`config.mk`:
```
export PLATFORM = sky130hd
export DESIGN_NAME = aes_axil_cmd_master
export DESIGN_NICKNAME = d
export VERILOG_FILES = /design/src/rtl/aes_axil_cmd_master.sv
export SDC_FILE = /design/constraint.sdc
export NUM_CORES = 1
export LEC_CHECK = 0
export ABC_AREA = 0
export BUFFER_PORTS_ARGS = -buffer_cell sky130_fd_sc_hd__buf_2
export CORE_MARGIN = 10
export CORE_UTILIZATION = 52
export CTS_BUF_LIST = sky130_fd_sc_hd__clkbuf_8
export DETAILED_ROUTE_END_ITERATION = 8
export HOLD_SLACK_MARGIN = 0.15
export PLACE_DENSITY = 0.88
export REMOVE_ABC_BUFFERS = 1
export SLEW_MARGIN = 20
export SYNTH_ARGS = -nofsm -noshare
export SYNTH_HDL_FRONTEND = slang
export SYNTH_SLANG_ARGS = --single-unit
```
`constraint.sdc`:
```
create_clock -name m00_axi_aclk -period 3 [get_ports m00_axi_aclk]
set_input_delay 0 -clock m00_axi_aclk [delete_from_list [all_inputs] [get_ports m00_axi_aclk]]
set_output_delay 0 -clock m00_axi_aclk [all_outputs]
set_load 0.01 [all_outputs]
```
`src/rtl/aes_axil_cmd_master.sv`:
```
// aes_axil_cmd_master
// Converts single-beat register commands into AXI4-Lite write/read transactions
// so that on-chip sequencing logic can program the AES core's slave registers
// without a processor. Only one transaction is in flight at a time.
//
// Ports
//   m00_axi_aclk / m00_axi_aresetn      clock, asynchronous active-low reset
//   cmd_*                               command port (valid/ready), write or read
//   rsp_*                               response port (valid/ready), rdata + resp
//   timeout_err / timeout_clr           sticky "phase waited too long" flag + clear
//   m00_axi_aw*/w*/b*/ar*/r*            AXI4-Lite master port, all outputs registered
//
// state   | meaning
// --------+---------------------------------------------------------------
// ST_IDLE | cmd_ready high, waiting for a command
// ST_WR   | awvalid/wvalid outstanding, each drops after its own handshake
// ST_WR_B | bready high, waiting for the write response
// ST_RD_A | arvalid outstanding
// ST_RD_R | rready high, waiting for read data
// ST_RSP  | rsp_valid high, outputs held until rsp_ready
module aes_axil_cmd_master #(
    parameter int C_M_AXI_ADDR_WIDTH = 4,
    parameter int C_M_AXI_DATA_WIDTH = 32,
    parameter int C_TIMEOUT          = 256
) (
    input  logic                            m00_axi_aclk,
    input  logic                            m00_axi_aresetn,
    input  logic                            cmd_valid,
    output logic                            cmd_ready,
    input  logic                            cmd_write,
    input  logic [C_M_AXI_ADDR_WIDTH-1:0]   cmd_addr,
    input  logic [C_M_AXI_DATA_WIDTH-1:0]   cmd_wdata,
    input  logic [C_M_AXI_DATA_WIDTH/8-1:0] cmd_wstrb,
    output logic                            rsp_valid,
    input  logic                            rsp_ready,
    output logic [C_M_AXI_DATA_WIDTH-1:0]   rsp_rdata,
    output logic [1:0]                      rsp_resp,
    output logic                            timeout_err,
    input  logic                            timeout_clr,
    output logic [C_M_AXI_ADDR_WIDTH-1:0]   m00_axi_awaddr,
    output logic [2:0]                      m00_axi_awprot,
    output logic                            m00_axi_awvalid,
    input  logic                            m00_axi_awready,
    output logic [C_M_AXI_DATA_WIDTH-1:0]   m00_axi_wdata,
    output logic [C_M_AXI_DATA_WIDTH/8-1:0] m00_axi_wstrb,
    output logic                            m00_axi_wvalid,
    input  logic                            m00_axi_wready,
    input  logic [1:0]                      m00_axi_bresp,
    input  logic                            m00_axi_bvalid,
    output logic                            m00_axi_bready,
    output logic [C_M_AXI_ADDR_WIDTH-1:0]   m00_axi_araddr,
    output logic [2:0]                      m00_axi_arprot,
    output logic                            m00_axi_arvalid,
    input  logic                            m00_axi_arready,
    input  logic [C_M_AXI_DATA_WIDTH-1:0]   m00_axi_rdata,
    input  logic [1:0]                      m00_axi_rresp,
    input  logic                            m00_axi_rvalid,
    output logic                            m00_axi_rready
);

    localparam int CW = $clog2(C_TIMEOUT + 1);

    typedef enum logic [2:0] {
        ST_IDLE, ST_WR, ST_WR_B, ST_RD_A, ST_RD_R, ST_RSP
    } state_t;

    state_t          state_q;
    state_t          state_nxt;
    logic [CW-1:0]   timeout_cnt;
    logic            cmd_accept;
    logic            in_phase;
    logic            phase_waiting;

    assign m00_axi_awprot = 3'b000;
    assign m00_axi_arprot = 3'b000;

    // cmd_ready is a register that is 0 during reset, so the first command can
    // only be taken once the first clock after reset release has loaded it.
    assign cmd_accept    = (state_q == ST_IDLE) && cmd_valid && cmd_ready;
    assign in_phase      = (state_q == ST_WR) || (state_q == ST_WR_B) ||
                           (state_q == ST_RD_A) || (state_q == ST_RD_R);
    assign phase_waiting = in_phase && (state_nxt == state_q);

    always_ff @(posedge m00_axi_aclk or negedge m00_axi_aresetn) begin
        if (!m00_axi_aresetn) state_q <= ST_IDLE;
        else                  state_q <= state_nxt;
    end

    always_comb begin
        state_nxt = state_q;
        case (state_q)
            ST_IDLE: if (cmd_accept) state_nxt = cmd_write ? ST_WR : ST_RD_A;
            // A valid that is already low has completed its handshake.
            ST_WR:   if ((!m00_axi_awvalid || m00_axi_awready) &&
                         (!m00_axi_wvalid  || m00_axi_wready)) state_nxt = ST_WR_B;
            ST_WR_B: if (m00_axi_bvalid)  state_nxt = ST_RSP;
            ST_RD_A: if (m00_axi_arready) state_nxt = ST_RD_R;
            ST_RD_R: if (m00_axi_rvalid)  state_nxt = ST_RSP;
            ST_RSP:  if (rsp_ready)       state_nxt = ST_IDLE;
            default: state_nxt = ST_IDLE;
        endcase
    end

    always_ff @(posedge m00_axi_aclk or negedge m00_axi_aresetn) begin
        if (!m00_axi_aresetn) begin
            cmd_ready       <= 1'b0;
            rsp_valid       <= 1'b0;
            rsp_rdata       <= '0;
            rsp_resp        <= 2'b00;
            timeout_err     <= 1'b0;
            timeout_cnt     <= '0;
            m00_axi_awaddr  <= '0;
            m00_axi_awvalid <= 1'b0;
            m00_axi_wdata   <= '0;
            m00_axi_wstrb   <= '0;
            m00_axi_wvalid  <= 1'b0;
            m00_axi_bready  <= 1'b0;
            m00_axi_araddr  <= '0;
            m00_axi_arvalid <= 1'b0;
            m00_axi_rready  <= 1'b0;
        end else begin
            cmd_ready      <= (state_nxt == ST_IDLE);
            rsp_valid      <= (state_nxt == ST_RSP);
            m00_axi_bready <= (state_nxt == ST_WR_B);
            m00_axi_rready <= (state_nxt == ST_RD_R);

            if (m00_axi_awvalid && m00_axi_awready) m00_axi_awvalid <= 1'b0;
            if (m00_axi_wvalid  && m00_axi_wready)  m00_axi_wvalid  <= 1'b0;
            if (m00_axi_arvalid && m00_axi_arready) m00_axi_arvalid <= 1'b0;

            if (cmd_accept) begin
                if (cmd_write) begin
                    m00_axi_awaddr  <= cmd_addr;
                    m00_axi_wdata   <= cmd_wdata;
                    m00_axi_wstrb   <= cmd_wstrb;
                    m00_axi_awvalid <= 1'b1;
                    m00_axi_wvalid  <= 1'b1;
                end else begin
                    m00_axi_araddr  <= cmd_addr;
                    m00_axi_arvalid <= 1'b1;
                end
            end

            if ((state_q == ST_WR_B) && m00_axi_bvalid) begin
                rsp_resp  <= m00_axi_bresp;
                rsp_rdata <= '0;
            end
            if ((state_q == ST_RD_R) && m00_axi_rvalid) begin
                rsp_resp  <= m00_axi_rresp;
                rsp_rdata <= m00_axi_rdata;
            end

            // Counts cycles spent in the current state; restarts on every state
            // change and saturates so it cannot wrap back below the threshold.
            if (state_nxt != state_q)               timeout_cnt <= '0;
            else if (timeout_cnt != CW'(C_TIMEOUT)) timeout_cnt <= timeout_cnt + 1'b1;

            // Set has priority over clear.
            if (phase_waiting && (timeout_cnt == CW'(C_TIMEOUT - 1))) timeout_err <= 1'b1;
            else if (timeout_clr)                                    timeout_err <= 1'b0;
        end
    end

endmodule

```
==> impl_summary.txt <==
----------------------------------------------------
[Worst setup path]
  Arrival time at the worst endpoint ... approximately 2.7 ns
  Worst reg2reg path startpoint ... state_q[2]
  Crit path capture ... rsp_resp[0]
  Worst setup EP type ... flip-flop
  Sort of element at the start of the critical path ... flip-flop
  Biggest fanout along the worst timing path ... 20
  Kind of critical path ... reg -> reg
  Startpoint of the worst setup timing path ... state_q[2]
  Worst R2R Path Depth ... 6
  Worst setup slack for register-to-register paths ... 0.56 ns
  Data required time of the critical path ... 3.22 ns
  Terminus of the critical flop-to-flop path ... rsp_resp[0]

[Die]
  Vertical extent of the die ... between 100 and 150 µm
  Die area ... around 0.011 mm²
  Number of rows in the core area ... 31
  Std-Cell Core Area ... between 0.007 and 0.008 mm²
  Chip width ... 107 µm
  Num ports ... 179
  Starting utilization of the core area ... a little over half

[Synthesis]
  Fraction of the yosys area taken by sequential cells ... approximately 62%
  Netlist area before placement ... 0.00394 mm²
  Post-synthesis instance total ... 283
  Number of storage elements in the synthesis netlist ... 98
  Yosys Warn Count ... 0
  Distinct cell type count of the synthesized netlist ... 44
  Number of synthesized flops with an enable pin ... 0
  Syn avg cell area ... roughly 14 µm²
  Most frequently used flop master after synthesis ... sky130_fd_sc_hd__dfrtp_1
  Fraction of registers with async set or reset after synthesis ... between 90% and 100%

[Clocking]
  Clock tree from TritonCTS ... done
  Cts bufs inserted ... 9
  CTS H-Tree Depth ... 3
  CTS clock-pin slew for the worst setup and hold paths ... approximately 0.09 ns
  Resize count post-CTS ... 0
  Maximum clock path buffer count ... 2
  Root buf cell ... sky130_fd_sc_hd__clkbuf_8
  Clk Latency, worst-skew pair ... about 0.36 ns
  Sinks on the clock net ... 98

[Global route]
  Layer with the highest usage after global routing ... met2
  First-pass GRT wire length ... between 20 and 25 mm
  Initial antenna violation count ... 2
  Met3 routing resource usage after global routing ... 5.93%
  Via count of the first global-routing pass ... 3,761
  Met2 layer usage reported by global route ... about two fifths
  Met1 layer usage reported by global route ... around a quarter
  Combined global-route utilization of all metal layers ... between 20% and 30%
  Gr ovfl total ... 0
  Largest net degree at the start of global routing ... between 60 and 70

[Placed design]
  Placer's final routability congestion estimate ... between 0.8 and 0.9
  Port bufs ... 172
  Placed standard-cell area ... approximately 0.005 mm²
  DPL Wire Length ... ~8.0 mm

[Timing]
  Headroom to the max-slew limit ... 44.3%
  Worst clock skew on the final layout ... roughly 0.012 ns
  Portion of the clock cycle consumed by the worst path in the final layout ... 81.2%
  WHS ... 0.221 ns
  Pins Over Slew Limit ... 0
  Slew at the pin closest to its max-slew limit ... around 0.83 ns
  RSZ-0062 raised after global routing ... no
  Maximum clock frequency ... between 0.4 and 0.5 GHz
  Number of setup violations in the final report ... 0
  Shortest period the worst path allows ... approximately 2.4 ns
  Total count of hold-check failures in the final report ... 0

[Layout]
  Filler cell count ... between 400 and 500
  Post-route cell area ... between 0.005 and 0.006 mm²
  Layout Nets ... 630
  P&R area growth vs syn ... 51.6%
  Finished Core Util ... approximately four fifths
  Fraction of layout cells with a size suffix above 1 ... 44.8%

[Drt]
  Drt initial violations ... around 130
  Total via count in the routed design ... 3,435
  Post-detailed-route count of antenna-violating nets ... 0
  Avg WL per Cell ... 20.2 µm
  Detailed-routing iteration count for the pre-antenna-repair pass ... 4
  Average vias per placed instance ... between 5 and 6
  Post-detailed-routing wire length ... between 10 and 15 mm
  Number of design rule violations left after detail routing ... 0

[Min path]
  Path class of the lowest-slack min-delay path ... in -> reg

[Run status]
  Result of the run ... finished clean

[Pwr]
  Highest ir drop seen on vdd ... between 600 and 700 µV
  Leakage power total ... 3.04 nW
  Power per Cell Area ... just under 900 mW/mm²

[Job]
  Maximum capacitance violations ... 0

----------------------------------------------------
-- routing by layer --
layer / up-vias / routed length, µm
met4: 0 / 339
met5: - / 0
met2: 165 / 7100
met3: 21 / 831
li1: 1528 / -
met1: 1721 / 4770
-- state kept, by name (all words and copies together), names as in the netlist, 2 cells and up --
name and cells:
m00_axi_araddr 4, m00_axi_awaddr 4, m00_axi_wdata 32, m00_axi_wstrb 4, rsp_rdata 32, rsp_resp 2
state_q 3, timeout_cnt 9
-- worst max-delay path, stage by stage, from the launching register on --
cell                            delay (ns)
sky130_fd_sc_hd__dfrtp_1              0.64
sky130_fd_sc_hd__nor4bb_4             0.27
sky130_fd_sc_hd__buf_4                0.27
sky130_fd_sc_hd__buf_4                0.28
sky130_fd_sc_hd__mux2i_1              0.20
sky130_fd_sc_hd__dlygate4sd3_1        0.55
sky130_fd_sc_hd__o21ai_0              0.09
-- worst min path at each step --
stage,from,endpoint,depth (start not counted)
floorplan,m00_axi_aresetn,cmd_ready,0
global placement,m00_axi_aresetn,rsp_rdata[19],1
finish,cmd_write,m00_axi_arvalid,3
detailed placement,m00_axi_aresetn,rsp_rdata[20],1
CTS,cmd_write,m00_axi_arvalid,3
global route,cmd_write,m00_axi_arvalid,3
-- layout make-up --
cell class | instances | area [µm²] | area share [%]
Sequential cell | 98 | 2450 | 41.1
Timing Repair Buffer | 262 | 1750 | 29.3
Multi-Input combinational cell | 164 | 1390 | 23.3
Clock buffer | 10 | 138 | 2.31
Tap cell | 99 | 124 | 2.08
Clock inverter | 6 | 88.8 | 1.49
Inverter | 5 | 18.8 | 0.315
Antenna cell | 2 | 5.00 | 0.0839
-- cell families after synthesis --
group	count (synthesis)	share of synthesized area, %
mux	49	13.9
simple gates	49	7.66
other cells	1	0.0953
xor+xnor	5	1.11
fa+ha+maj	3	0.954
buf+inv	26	3.27
compound gates	52	10.7
flops	98	62.3
-- placed cells by master (no fill, tap or decap), types with 5 or more instances in the layout --
cell type	instances
sky130_fd_sc_hd__buf_4	7
sky130_fd_sc_hd__nor3_1	7
sky130_fd_sc_hd__o21ai_0	5
sky130_fd_sc_hd__a22o_1	32
sky130_fd_sc_hd__conb_1	6
sky130_fd_sc_hd__dfrtp_1	98
sky130_fd_sc_hd__inv_1	6
sky130_fd_sc_hd__dlygate4sd3_1	84
sky130_fd_sc_hd__a21oi_1	5
sky130_fd_sc_hd__clkbuf_8	10
sky130_fd_sc_hd__mux2_2	42
sky130_fd_sc_hd__buf_2	171
sky130_fd_sc_hd__nand2_1	9
-- synthesized netlist by cell type, drive strengths merged (4+ instances only) --
cell type	instances	area share [%]
dfrtp	98	62
mux2	45	13
a22o	32	7.1
buf	14	2.1
nand2	9	0.86
clkbuf	7	0.67
nor3	7	0.89
a21oi	5	0.64
inv	5	0.48
nor2	5	0.48
o21ai	5	0.64
a31oi	4	0.79
and3	4	0.64
mux2i	4	1.0
nand2b	4	0.64
-- through the flow --
step	setup TNS, ns	instances	total power [mW]	setup slack (ns)
finish	0	646	5.31	0.564
global route	0	646	5.59	0.384
CTS	0	644	5.24	0.619
detailed placement	0	544	4.19	0.888
global placement	0	544	4.09	1.01
floorplan	-98.34	267	3.27	-2.54
-- power by group --
group	total [mW]	switching [mW]	internal [mW]	leakage (nW)
clock	0.959	0.462	0.496	0.115
combinational	2.10	1.07	1.03	1.68
sequential	2.25	0.375	1.88	1.25
total	5.31	1.90	3.40	3.04
-- what timing repair did --
item | CTS | global route
endpoints found under the hold margin | 150 | 0
hold buffers | 84 | 0
buffers inserted | 0 | 0
(Power assumes the default switching activity.)
